[src/rtl/microcode_sequencer_ext.sv]
// microcode_sequencer_ext
//   Micro-program sequencer with wide micro-PC, micro-jumps and a small
//   micro-subroutine return stack. The control store is external: this block
//   drives the micro-address and receives the sequencing micro-ops back.
//
//   Optional build macro: MSEQ_WATCHDOG_EN
//     defined   -> 8-bit watchdog counter, sticky wdog flag at WDOG_LIMIT
//     undefined -> no counter, wdog tied low
//
//   Ports
//     clk, reset         clock, synchronous active-high reset
//     nrsthold, nirqsuc  machine-state bits (top of micro-address)
//     ir, in_rsvd        instruction bits, reserved-instruction flag
//     ncond, idx         condition (active low), addressing-mode index
//     nhalt, nws         halt / wait state, active low, freeze sequencing
//     nendext, nend      end of instruction (external / microcode), active low
//     ujmp, ucall, uret  sequencing micro-ops, utarget their target
//     uaddr              {nrsthold,nirqsuc,ir,in_rsvd,ncond,idx,upc}
//     upc, fpfetch       micro-PC, fetch phase (upc < 2)
//     sdepth, serr       stack occupancy, sticky overflow/underflow
//     wdog               watchdog trip
module microcode_sequencer_ext #(
  parameter int UPC_W       = 4,
  parameter int IR_W        = 9,
  parameter int IDX_W       = 2,
  parameter int STACK_DEPTH = 2,
  parameter int WDOG_LIMIT  = 255
) (
  input  logic                            clk,
  input  logic                            reset,
  input  logic                            nrsthold,
  input  logic                            nirqsuc,
  input  logic [IR_W-1:0]                 ir,
  input  logic                            in_rsvd,
  input  logic                            ncond,
  input  logic [IDX_W-1:0]                idx,
  input  logic                            nhalt,
  input  logic                            nws,
  input  logic                            nendext,
  input  logic                            nend,
  input  logic                            ujmp,
  input  logic                            ucall,
  input  logic                            uret,
  input  logic [UPC_W-1:0]                utarget,
  output logic [4+IR_W+IDX_W+UPC_W-1:0]   uaddr,
  output logic [UPC_W-1:0]                upc,
  output logic                            fpfetch,
  output logic [3:0]                      sdepth,
  output logic                            serr,
  output logic                            wdog
);

  if (UPC_W < 2 || UPC_W > 8)             $error("UPC_W out of range");
  if (STACK_DEPTH < 1 || STACK_DEPTH > 8) $error("STACK_DEPTH out of range");
  if (WDOG_LIMIT < 1 || WDOG_LIMIT > 255) $error("WDOG_LIMIT out of range");

  logic [UPC_W-1:0] upc_q, upc_d;
  logic [3:0]       depth_q, depth_d;
  logic             serr_q, serr_d;
  logic [UPC_W-1:0] stack_q [STACK_DEPTH];
  logic [UPC_W-1:0] stack_d [STACK_DEPTH];
  logic [UPC_W-1:0] top;
  logic             do_end, hold;

  // End overrides hold, like a parallel load on a '161 counter.
  assign do_end = !nend || !nendext;
  assign hold   = !nhalt || !nws;

  always_comb begin
    upc_d   = upc_q;
    depth_d = depth_q;
    serr_d  = serr_q;
    stack_d = stack_q;
    top     = '0;
    for (int i = 0; i < STACK_DEPTH; i++)
      if (depth_q == 4'(i + 1)) top = stack_q[i];

    if (do_end) begin
      upc_d   = '0;
      depth_d = '0;
    end else if (!hold) begin
      if (uret) begin
        if (depth_q != 4'd0) begin
          upc_d   = top;
          depth_d = depth_q - 4'd1;
        end else begin
          upc_d  = '0;
          serr_d = 1'b1;
        end
      end else if (ucall) begin
        if (depth_q < 4'(STACK_DEPTH)) begin
          for (int i = 0; i < STACK_DEPTH; i++)
            if (depth_q == 4'(i)) stack_d[i] = upc_q + UPC_W'(1);
          depth_d = depth_q + 4'd1;
        end else begin
          serr_d = 1'b1;
        end
        upc_d = utarget;
      end else if (ujmp) begin
        upc_d = utarget;
      end else begin
        upc_d = upc_q + UPC_W'(1);
      end
    end
  end

  always_ff @(posedge clk) begin
    if (reset) begin
      upc_q   <= '0;
      depth_q <= '0;
      serr_q  <= 1'b0;
      for (int i = 0; i < STACK_DEPTH; i++) stack_q[i] <= '0;
    end else begin
      upc_q   <= upc_d;
      depth_q <= depth_d;
      serr_q  <= serr_d;
      stack_q <= stack_d;
    end
  end

`ifdef MSEQ_WATCHDOG_EN
  logic [7:0] wcnt_q, wcnt_d;
  logic       wdog_q, wdog_d;

  // Counter saturates so a late trip can never be missed by wrapping.
  always_comb begin
    wcnt_d = wcnt_q;
    wdog_d = wdog_q;
    if (do_end)
      wcnt_d = '0;
    else if (!hold && wcnt_q != 8'hFF)
      wcnt_d = wcnt_q + 8'd1;
    if (wcnt_d == 8'(WDOG_LIMIT)) wdog_d = 1'b1;
  end

  always_ff @(posedge clk) begin
    if (reset) begin
      wcnt_q <= '0;
      wdog_q <= 1'b0;
    end else begin
      wcnt_q <= wcnt_d;
      wdog_q <= wdog_d;
    end
  end

  assign wdog = wdog_q;
`else
  assign wdog = 1'b0;
`endif

  assign uaddr   = {nrsthold, nirqsuc, ir, in_rsvd, ncond, idx, upc_q};
  assign upc     = upc_q;
  assign fpfetch = (upc_q < UPC_W'(2));
  assign sdepth  = depth_q;
  assign serr    = serr_q;

endmodule

[config.mk]
export PLATFORM = sky130hd
export DESIGN_NAME = microcode_sequencer_ext
export DESIGN_NICKNAME = d
export VERILOG_FILES = /design/src/rtl/microcode_sequencer_ext.sv
export SDC_FILE = /design/constraint.sdc
export NUM_CORES = 1
export LEC_CHECK = 0
export CAP_MARGIN = 25
export CORE_UTILIZATION = 36
export CTS_BUF_LIST = sky130_fd_sc_hd__clkbuf_16
export CTS_CLUSTER_DIAMETER = 80
export CTS_CLUSTER_SIZE = 10
export DETAILED_ROUTE_END_ITERATION = 8
export PLACE_DENSITY = 0.76
export SLEW_MARGIN = 20
export SYNTH_ARGS = -nofsm -noshare
export SYNTH_HDL_FRONTEND = slang
export SYNTH_SLANG_ARGS = --single-unit
[constraint.sdc]
create_clock -name clk -period 1.7 [get_ports clk]
set_clock_uncertainty 0.1 [all_clocks]
set_input_delay 0.17 -clock clk [delete_from_list [all_inputs] [get_ports clk]]
set_output_delay 0.17 -clock clk [all_outputs]
set_load 0.03 [all_outputs]
### After elaboration in Yosys (flattened, before gate mapping)

Index checks and enable logic that the tools add are counted.

| word-level totals | value |
|---|---|
| bits in registers | 17 |
| latch bits | 0 |
| memory bits (writable) | 0 |
| ROM bits | 0 |
| input port bits | 28 |
| output and inout bits | 30 |
| word-level logic and storage cells | 47 |
| memories | 0 |

| operators by class | value |
|---|---|
| $add $sub $neg | 3 |
| multipliers | 0 |
| divide/modulo/power cells | 0 |
| order comparisons | 2 |
| equal/unequal tests | 5 |
| shift operators | 0 |
| muxes and demuxes | 14 |
| bitwise operators | 3 |
| reduce and logical (&&, ||, !) cells | 15 |

Operators by type and width:

| operator | count |
|---|---|
| $mux 4 | 10 |
| $reduce_and 6->1 | 2 |
| $add 4x1->4 const B | 2 |
| $lt 4x2->1 const B | 2 |
| $reduce_and 5->1 | 1 |
| $eq 4x1->1 const B | 1 |
| $eq 4x2->1 const B | 1 |
| $logic_not 1->1 | 4 |
| $logic_not 4->1 | 1 |
| $mux 1 | 4 |
| $ne 2x2->1 const B | 2 |
| $reduce_and 4->1 | 1 |
| $reduce_bool 2->1 | 2 |
| $reduce_bool 4->1 | 1 |
| $sub 4x1->4 const B | 1 |
| $not 1->1 | 3 |
| $logic_or 1x1->1 | 2 |
| $ne 2x1->1 const B | 1 |
| $reduce_or 2->1 | 1 |

### Depth between registers and ports, before layout

Gate-level depths: netlist of run 1.

| depth | value |
|---|---|
| depth in word-level cells | 5 |
| depth in mapped cells | 6 |
| mapped depth without buffers | 6 |

### Worst setup path before layout of run 1

OpenSTA, ideal clock, no wires.

| timing path | value |
|---|---|
| kind | register to register |
| start point | register depth_q[1], in the netlist sdepth[1] |
| end point | register upc_q[1], in the netlist upc[1] |
| arrival time | 1.737 ns |
| required time | 1.533 ns |
| setup slack | -0.203 ns |
| cell stages (with the launch flop) | 6 |
| buffers on the path | 0 |
| cells stage by stage | dfxtp_1 > inv_1 > ha_1 > or4_4 > o22a_1 > a21oi_2 |

| between the ends | value |
|---|---|
| word-level cells in the longest chain between the ends | 5 |
| elaborated cells between the ends (all ways) | 7 |
| those cells by class | 2 x eq/ne; 4 x mux; 1 x reduce/logical |

RTL lines:

| item | line | RTL |
|---|---|---|
| start: declaration | 58 | `logic [3:0] depth_q, depth_d;` |
| start signal: assignment | 115 | `depth_q <= depth_d;` |
| $eq 4x1->1 | 76 | `if (depth_q == 4'(i + 1)) top = stack_q[i];` |
| $mux 4 (2 in series) | 76 |  |
| $mux 4 * | 83 | `if (depth_q != 4'd0) begin` |
| $mux 4 * | 82 | `if (uret) begin` |
| end signal: assignment | 114 | `upc_q <= upc_d;` |
| end: declaration | 57 | `logic [UPC_W-1:0] upc_q, upc_d;` |

Every way passes the cells marked *; elsewhere a longest branch is shown, timed or not.
A chain may end at the register's enable or synchronous reset.

### Worst setup path after layout of run 1

| timing path | value |
|---|---|
| start point | register upc_q[1], in the netlist upc[1] |
| end point | output uaddr[1] |

RTL lines:

| item | line | RTL |
|---|---|---|
| end: declaration | 45 | `output logic [4+IR_W+IDX_W+UPC_W-1:0] uaddr,` |

No word-level cell between the ends.

==> results of run 1 <==
timing repair:
item	CTS	global route
buffers inserted	0	1
setup endpoints to repair	2	15
pin swaps	0	1
hold buffers	0	0
gates resized for setup	2	8
routing by layer:
| layer | vias to the layer above | global-route usage [%] | share of wire (%) |
|---|---|---|---|
| met5 | - | 0 | 0 |
| met4 | 0 | 7.82 | 1.7 |
| met3 | 9 | 3.96 | 6.4 |
| met2 | 45 | 26.1 | 47 |
| met1 | 459 | 18.4 | 45 |
| li1 | 485 | - | - |
area by class of cell:
type | instances | area [sq um]
Fill cell | 294 | 1550
Timing Repair Buffer | 38 | 363
Inverter | 5 | 18.8
Clock inverter | 1 | 6.26
Sequential cell | 17 | 348
Tap cell | 44 | 55.1
Multi-Input combinational cell | 88 | 633
Clock buffer | 3 | 75.1
flip-flops by register name, summed over array words and instances, names as in the netlist:
register  flops
upc           4
serr          1
sdepth        4
stack_q       8
metrics by stage:
stage          hold WS (ps)  instance area, sq um
6_report                240                  1500
5_1_grt                 240                  1500
4_1_cts                 240                  1470
3_5_place_dp            240                  1390
3_3_place_gp            240                  1390
2_1_floorplan           261                  1170
where the power goes:
part           total [W]  internal (W)  switching (W)
Sequential      0.000403      0.000399     0.00000388
Combinational   0.000129     0.0000651      0.0000639
Clock           0.000487      0.000319       0.000169
Total            0.00102      0.000783       0.000236
final timing paths:
path,from,to,slack [ps]
min reg2reg,stack_q[4],stack_q[4],410
min,ir[5],uaddr[13],240
max reg2reg,sdepth[1],stack_q[5],100
max,upc[1],uaddr[1],50
logic make-up (layout without fill, tap and decap cells):
kind of cell | Yosys count | in the layout | share of synthesized area, %
AO/OA/AOI/OAI | 28 | 28 | 15.9
flip-flops | 17 | 17 | 29.2
multiplexers | 11 | 11 | 9.46
AND/OR/NAND/NOR | 38 | 38 | 18.6
adder cells (fa/ha/maj) | 6 | 6 | 6.45
XOR/XNOR | 4 | 4 | 3.01
buffers and inverters | 30 | 47 | 17.0
other | 1 | 1 | 0.322
placed cells by master, fill, tap and decap left out, drive strengths merged, types with 3 or more instances in the layout:
cell	Yosys	layout
nor2	14	14
mux2i	11	11
ha	6	6
inv	5	6
dfxtp	17	17
dlymetal6s2s	0	6
nand2	3	3
o21ai	9	9
buf	23	12
clkdlybuf4s50	0	18
a21oi	8	8
clkbuf	2	3
and3b	3	3
==> results_dict.tcl, run 1 <==
set metrics [dict create \
    io_buffers 26 \
    avgSynthCellArea_sq_um 8.62 \
    clock_latency_ps 250 \
    synth_common_cells "20 x buf_4, 17 x dfxtp_1, 14 x nor2_1" \
    hpwl_microns 1900 \
    cts-htree-levels 1 \
    hold_depth 0 \
    cp.depth 1 \
    die_y_microns 58.9 \
    numCtsBuffers 3 \
    first_pass_iters 4 \
    grt_pass1_vias 961 \
    areaGrowthSynthToFinish_pct 28.8 \
    die-area_sq_mm 0.00346 \
    drt_wl_total_microns 2700 \
    row_count 20 \
    drive_above_1_share_pct 17.1 \
    cp_cell_sequence "clkdlybuf4s50_1" \
    start_util_pct 38.1 \
    worstRegToRegCells 7 \
    cp_max_fo 6 \
    drv_cap 0 \
    place_ws_ps -67.6 \
    hold_class "in -> out" \
    cts_sinks 17 \
    wl_per_cell_microns 13.8 \
    synthFlopType "dfxtp_1" \
    syn_area_sq_mm 0.00116 \
    crit_path_top_delay_cell "clkdlybuf4s50_1" \
    core_area_sq_mm 0.00305 \
    synth_edf_count 0 \
    synth_area_leaders "dfxtp_1 29%, buf_4 13%, mux2i_1 9.5%, ha_1 6.5%, nor2_1 4.5%" \
    crit_path_end_kind "primary output" \
    tns_ps 0 \
    min_period_over_period_pct 97.0 \
    crit_arrival_ps 1380 \
    die_w_microns 58.9 \
    ys_types 39 \
    netlist.area_leader.share_pct 29.2 \
    antenna_cells 0 \
    hold_viol 0 \
    fin_ws_ps 51.2 \
    maxSlewViolCount 0 \
    p_leak_nw 0.769 \
    crit_type "reg -> out" \
    fin_util_pct 49.1 \
    synth_most_common_cell "buf_4" \
    gp_routability_congestion 0.831 \
    rsz0062_at_grt "false" \
    yosys_warnings 0 \
    critPathBufInv 1 \
    vias 998 \
    clk_pin_slew_worst_paths_ps 50 \
    drt-initial-drc-count 46 \
    ant_nets 0 \
    io-pin-count 58 \
    ys_seq_area_share_pct 29.2 \
    cts_root_buffer "clkbuf_16" \
    drc 0 \
    cp.required_ps 1430 \
    fin_crit_ps 1650 \
    syn_inst 135 \
    via_per_inst 5.09 \
    cts_tree "yes" \
    synth_seq_cells 17 \
    fin_cells 196 \
    place_inst 191 \
    grt_max_degree 12 \
    status "completed" \
    synthesis.nets 169 \
    nets 187 \
    overflow 0 \
    grt_pass1_wl_microns 4110 \
    ir_drop_mv 0.243 \
    yosysTopAreaCell "dfxtp_1" \
    max_freq_mhz 607 \
    antenna_found_initial 0 \
    final-setup-viol-count 0 \
    p_per_area_mw_per_mm2 680 \
    power.total_w 0.00102 \
    clk_path_buf_depth 2 \
    crit_family "buffers and inverters" \
    synthArstFlopShare_pct 0 \
    grtUsageTotal_pct 15.6 \
    critical-path-max-stage-delay_ps 710 \
    critPathLaunchType "register" \
]
Note: power is estimated with default switching activity, not from simulation.
==> run 2: changes to the inputs <==
- clock period: 1.7 -> 1.4 ns (I/O delays scaled with it)
==> results_dict.tcl, run 2 (synthesized netlist as in run 1, its figures left out) <==
set metrics [dict create \
    ant_nets 0 \
    rrSetupSlack_ps -120 \
    cts_sinks 17 \
    die_w_microns 58.9 \
    cts-htree-levels 1 \
    max_freq_mhz 656 \
    crit_path_top_delay_cell "or4_4" \
    numCtsBuffers 3 \
    antenna_cells 0 \
    areaGrowthSynthToFinish_pct 41.6 \
    grt_pass1_vias 1006 \
    p_int_w 0.000952 \
    maxSlewViolCount 0 \
    place_ws_ps -448 \
    drv_cap 0 \
    hold_depth 0 \
    worstReg2RegStart "sdepth[1]" \
    first_pass_iters 4 \
    crit_type "reg -> reg" \
    status "finished with violations" \
    clk_pin_slew_worst_paths_ps 50 \
    critPathLaunchType "register" \
    io-pin-count 58 \
    core_area_sq_mm 0.00305 \
    p_sw_w 0.000282 \
    cp.required_ps 1490 \
    holdPathEnd "uaddr[12]" \
    p_comb_share_pct 14.2 \
    vias 1051 \
    layout.cells.most_common "buf_4" \
    wl_per_cell_microns 14.6 \
    nets 197 \
    clock_latency_ps 250 \
    start_util_pct 38.1 \
    violations "negative setup slack" \
    p_per_area_mw_per_mm2 749 \
    ir_drop_mv 0.422 \
    max_flop_register "stack_q" \
    cts_root_buffer "clkbuf_16" \
    die-area_sq_mm 0.00346 \
    rsz0062_at_grt "true" \
    fill_cells 278 \
    gp_routability_congestion 0.792 \
    final_cell_mix "24 x buf_4, 12 x nor2_1, 12 x dfxtp_1" \
    drt-initial-drc-count 26 \
    fin_util_pct 54.0 \
    hold_class "in -> out" \
    worstRegToRegCells 5 \
    design_area_sq_mm 0.00165 \
    swShare_pct 22.9 \
    cts_tree "yes" \
    sequentialPowerShare_pct 39.6 \
    largest_reg_flops 8 \
    whs_ps 180 \
    via_per_inst 5.10 \
    final-setup-viol-count 15 \
    worstHoldStart "ir[4]" \
    drt_wl_total_microns 3010 \
    critical-path-max-stage-delay_ps 430 \
    hold_viol 0 \
    antenna_found_initial 0 \
    clkPwrFrac_pct 46.2 \
    cts_hold_buf 0 \
    die_y_microns 58.9 \
    p_leak_nw 0.800 \
    fin_ws_ps -124 \
    overflow 0 \
    min_period_over_period_pct 109 \
    hpwl_microns 2140 \
    io_buffers 26 \
    placedInstanceArea_sq_mm 0.00148 \
    fin_crit_ps 1520 \
    cp_max_fo 4 \
    r2r_end "upc[1]" \
    grt_max_degree 10 \
    grtUsageTotal_pct 18.5 \
    crit_arrival_ps 1610 \
    drc 0 \
    clk_path_buf_depth 2 \
    cp_cell_sequence "inv_4, ha_4, or4_4, o22a_1, a21oi_2" \
    crit_path_end_kind "register" \
    row_count 20 \
    drive_above_1_share_pct 37.7 \
    grt_pass1_wl_microns 4800 \
]
==> run 2: changes by cell type in the layout (fill, tap and decap cells not counted), sizes merged <==
cell	delta
buf	+16
dlygate4sd2	+7
clkdlybuf4s50	-7
dlymetal6s2s	-6
==> run 2: timing repair <==
action                                  CTS  global route
pin swaps                                 8             9
endpoints found under the setup margin   25            18
gates resized for setup                  20             9
buffers inserted                          1             0
==> run 2: stage by stage <==
| step | TNS (ps) | std cells | total power, W |
|---|---|---|---|
| floorplan | -1590 | 135 | 0.000664 |
| global placement | -4630 | 201 | 0.000658 |
| detailed placement | -5090 | 201 | 0.000663 |
| CTS | -1060 | 206 | 0.00123 |
| global route | -1810 | 206 | 0.00128 |
| finish | -820 | 206 | 0.00123 |
==> run 2: per-layer routing <==
metal / vias up / GRT usage [%] / wire [microns] / share of wire [%]
met3: 8 / 4.40 / 161 / 5.3
met1: 498 / 25.8 / 1400 / 47
met2: 36 / 27.1 / 1380 / 46
li1: 509 / - / - / -
met4: 0 / 7.82 / 61 / 2.0
met5: - / 0 / 0 / 0
==> run 2: final cells by class <==
type / count / area [sq um] / area share, %
multi-input cells: 88 / 713 / 43.3
repair buffers: 48 / 423 / 25.7
flip-flops and latches: 17 / 354 / 21.5
clock buffers: 3 / 75.1 / 4.56
well taps: 44 / 55.1 / 3.34
inverters: 5 / 23.8 / 1.44
clock inverters: 1 / 3.75 / 0.228
==> run 2: worst max path at each step <==
stage	depth (start not counted)	startpoint	end	slack, ps
global placement	5	uret	upc[1]	-370
detailed placement	5	uret	upc[1]	-450
global route	5	sdepth[1]	upc[1]	-160
floorplan	5	sdepth[1]	upc[1]	-150
finish	5	sdepth[1]	upc[1]	-120
CTS	5	sdepth[1]	upc[1]	-140
==> run 2: power groups by stage <==
stage / clock network, W / logic, W / registers, W
6_report: 0.000571 / 0.000175 / 0.000489
5_1_grt: 0.000608 / 0.000186 / 0.000488
4_1_cts: 0.000577 / 0.000167 / 0.000488
3_5_place_dp: 0 / 0.000165 / 0.000498
3_3_place_gp: 0 / 0.000160 / 0.000498
2_1_floorplan: 0 / 0.000159 / 0.000505
==> run 2: critical path, delay by kind of cell, from the launching register on <==
family | cells | cell delay (ps)
AND/OR/NAND/NOR | 1 | 430
flip-flops | 1 | 370
AO/OA/AOI/OAI | 2 | 350
adder cells (fa/ha/maj) | 1 | 150
buffers and inverters | 1 | 50
==> run 3: changes to the inputs <==
- ABC_AREA: unset -> 1
- CORE_MARGIN: unset -> 2
- CORE_UTILIZATION: 36 -> 38
- PLACE_DENSITY: 0.76 -> 0.77
==> results_dict.tcl, run 3 <==
set metrics [dict create \
    grtUsageTotal_pct 15.9 \
    nets 260 \
    ys_seq_area_share_pct 26.4 \
    cp_cell_sequence "inv_2, ha_2, nand2_4, buf_4, nor2_4, nand2_1, nand2_1, nor2_1" \
    status "completed" \
    crit_type "reg -> reg" \
    via_per_inst 4.62 \
    crit_path_top_delay_cell "dfxtp_4" \
    clk_path_buf_depth 2 \
    grt_pass1_wl_microns 5010 \
    overflow 0 \
    cts-htree-levels 1 \
    synth_area_leaders "dfxtp_1 26%, nand2_1 13%, buf_4 12%, nor2_1 8.7%, inv_1 6.1%" \
    first_pass_iters 4 \
    avgSynthCellArea_sq_um 6.64 \
    rsz0062_at_grt "true" \
    antenna_cells 0 \
    drc 0 \
    ant_nets 0 \
    largest_reg_flops 8 \
    wl_per_cell_microns 10.7 \
    design_area_sq_mm 0.00170 \
    layout.cells.most_common "nand2_1" \
    sequentialPowerShare_pct 39.4 \
    p_sw_w 0.000292 \
    cts_root_buffer "clkbuf_16" \
    vias 1251 \
    worstReg2RegStart "sdepth[1]" \
    ys_types 22 \
    placedInstanceArea_sq_mm 0.00161 \
    syn_inst 194 \
    maxSlewViolCount 0 \
    synthArstFlopShare_pct 0 \
    ir_drop_mv 0.341 \
    swShare_pct 23.4 \
    worstRegToRegCells 8 \
    hold_class "in -> out" \
    cp_max_fo 6 \
    final-setup-viol-count 0 \
    max_flop_register "stack_q" \
    hpwl_microns 2340 \
    io-pin-count 58 \
    syn_area_sq_mm 0.00129 \
    drt-initial-drc-count 51 \
    synthFlopType "dfxtp_1" \
    crit_path_end_kind "register" \
    synth_edf_count 0 \
    drt_wl_total_microns 2910 \
    die_w_microns 62.2 \
    max_freq_mhz 746 \
    p_int_w 0.000955 \
    critical_path.most_common_cell "nand2_1" \
    gp_routability_congestion 0.853 \
    min_period_over_period_pct 95.8 \
    cp.required_ps 1440 \
    crit_start "sdepth[1]" \
    cts_tree "yes" \
    clock_latency_ps 250 \
    grt_pass1_vias 1181 \
    cts_hold_buf 0 \
    fin_crit_ps 1340 \
    fin_util_pct 51.8 \
    yosys_warnings 0 \
    drive_above_1_share_pct 24.9 \
    io_buffers 26 \
    final_cell_mix "46 x nand2_1, 29 x nor2_1, 26 x buf_4" \
    critical-path-max-stage-delay_ps 360 \
    p_per_area_mw_per_mm2 734 \
    areaGrowthSynthToFinish_pct 31.9 \
    p_comb_share_pct 15.3 \
    holdPathEnd "uaddr[13]" \
    rrSetupSlack_ps 60 \
    numCtsBuffers 3 \
    grt_max_degree 10 \
    start_util_pct 39.2 \
    drv_cap 0 \
    hold_depth 0 \
    row_count 21 \
    tns_ps 0 \
    clk_pin_slew_worst_paths_ps 50 \
    synth_common_cells "46 x nand2_1, 30 x nor2_1, 21 x inv_1" \
    r2r_end "stack_q[6]" \
    cts_sinks 17 \
    critPathLaunchType "register" \
    yosysTopAreaCell "dfxtp_1" \
    clkPwrFrac_pct 45.3 \
    worstHoldStart "ir[5]" \
    crit_arrival_ps 1380 \
    synthesis.nets 228 \
    hold_viol 0 \
    synth_most_common_cell "nand2_1" \
    antenna_found_initial 0 \
    netlist.area_leader.share_pct 26.4 \
    die_y_microns 62.2 \
    synth_seq_cells 17 \
    p_leak_nw 0.797 \
    die-area_sq_mm 0.00387 \
    core_area_sq_mm 0.00328 \
]
[run 3: changes by cell type in the layout (fill, tap and decap cells not counted), moves of 3 or more]
cell | previous run | this run
nor2_4 | 0 | 3
and3b_1 | 3 | 0
inv_1 | 4 | 19
nand3_1 | 1 | 11
nor2_1 | 12 | 29
mux2i_1 | 11 | 0
nand2_1 | 3 | 46
inv_2 | 0 | 3
buf_6 | 3 | 0
nand2_4 | 0 | 3
a21oi_1 | 4 | 7
[run 3: cell type report]
cell class / count / area, sq um
inverter: 21 / 78.8
multi-input combinational: 135 / 732
sequential: 17 / 350
timing repair buffer: 48 / 403
clock inverter: 1 / 3.75
tap: 46 / 57.6
fill: 322 / 1580
clock buffer: 3 / 75.1
[run 3: power groups by stage]
stage	Clock [W]	Combinational, W	Sequential (W)
floorplan	0	0.000176	0.000508
global placement	0	0.000187	0.000501
detailed placement	0	0.000189	0.000501
CTS	0.000575	0.000187	0.000491
global route	0.000606	0.000209	0.000491
finish	0.000565	0.000191	0.000491
[run 3: cell families after synthesis]
family | Yosys count | share of synthesized area [%]
AND/OR/NAND/NOR | 103 | 37.1
flip-flops | 17 | 26.4
buffers and inverters | 42 | 18.6
XOR/XNOR | 2 | 1.36
AO/OA/AOI/OAI | 23 | 10.4
other | 1 | 0.291
adder cells (fa/ha/maj) | 6 | 5.83
[run 3: worst max-delay path, delay by kind of cell, from the launching register on]
family	cells	cell delay, ps
buf+inv	2	240
fa+ha+maj	1	190
simple gates	5	360
flops	1	360
[run 3: layer usage]
layer,wire [microns],part of all wire [%],vias up,global-route usage [%]
met3,115,3.9,7,3.26
li1,-,-,650,-
met5,0,0,-,0
met2,1450,50,30,26.9
met1,1310,45,564,19.5
met4,40,1.4,0,7.22
[run 3: how the worst max path moves through the flow]
stage / to / slack [ps]
finish: stack_q[6] / 60
global route: sdepth[3] / -30
CTS: sdepth[3] / 10
detailed placement: stack_q[3] / -200
global placement: sdepth[1] / -150
floorplan: sdepth[2] / 20
[run 3: what timing repair did]
item / 4_1_cts / 5_1_grt
pin swaps: 0 / 8
resized for setup: 11 / 10
buffers inserted: 0 / 1
setup endpoints to repair: 13 / 17
[run 3: stage by stage]
step / power [W] / hold slack, ps / worst slack, ps / cells
after global placement: 0.000688 / 180 / -152 / 266
after floorplan: 0.000684 / 102 / 15.3 / 194
after CTS: 0.00125 / 180 / 14.8 / 270
after detailed placement: 0.000690 / 180 / -199 / 266
after global routing: 0.00131 / 180 / -26.0 / 271
final: 0.00125 / 180 / 58.8 / 271
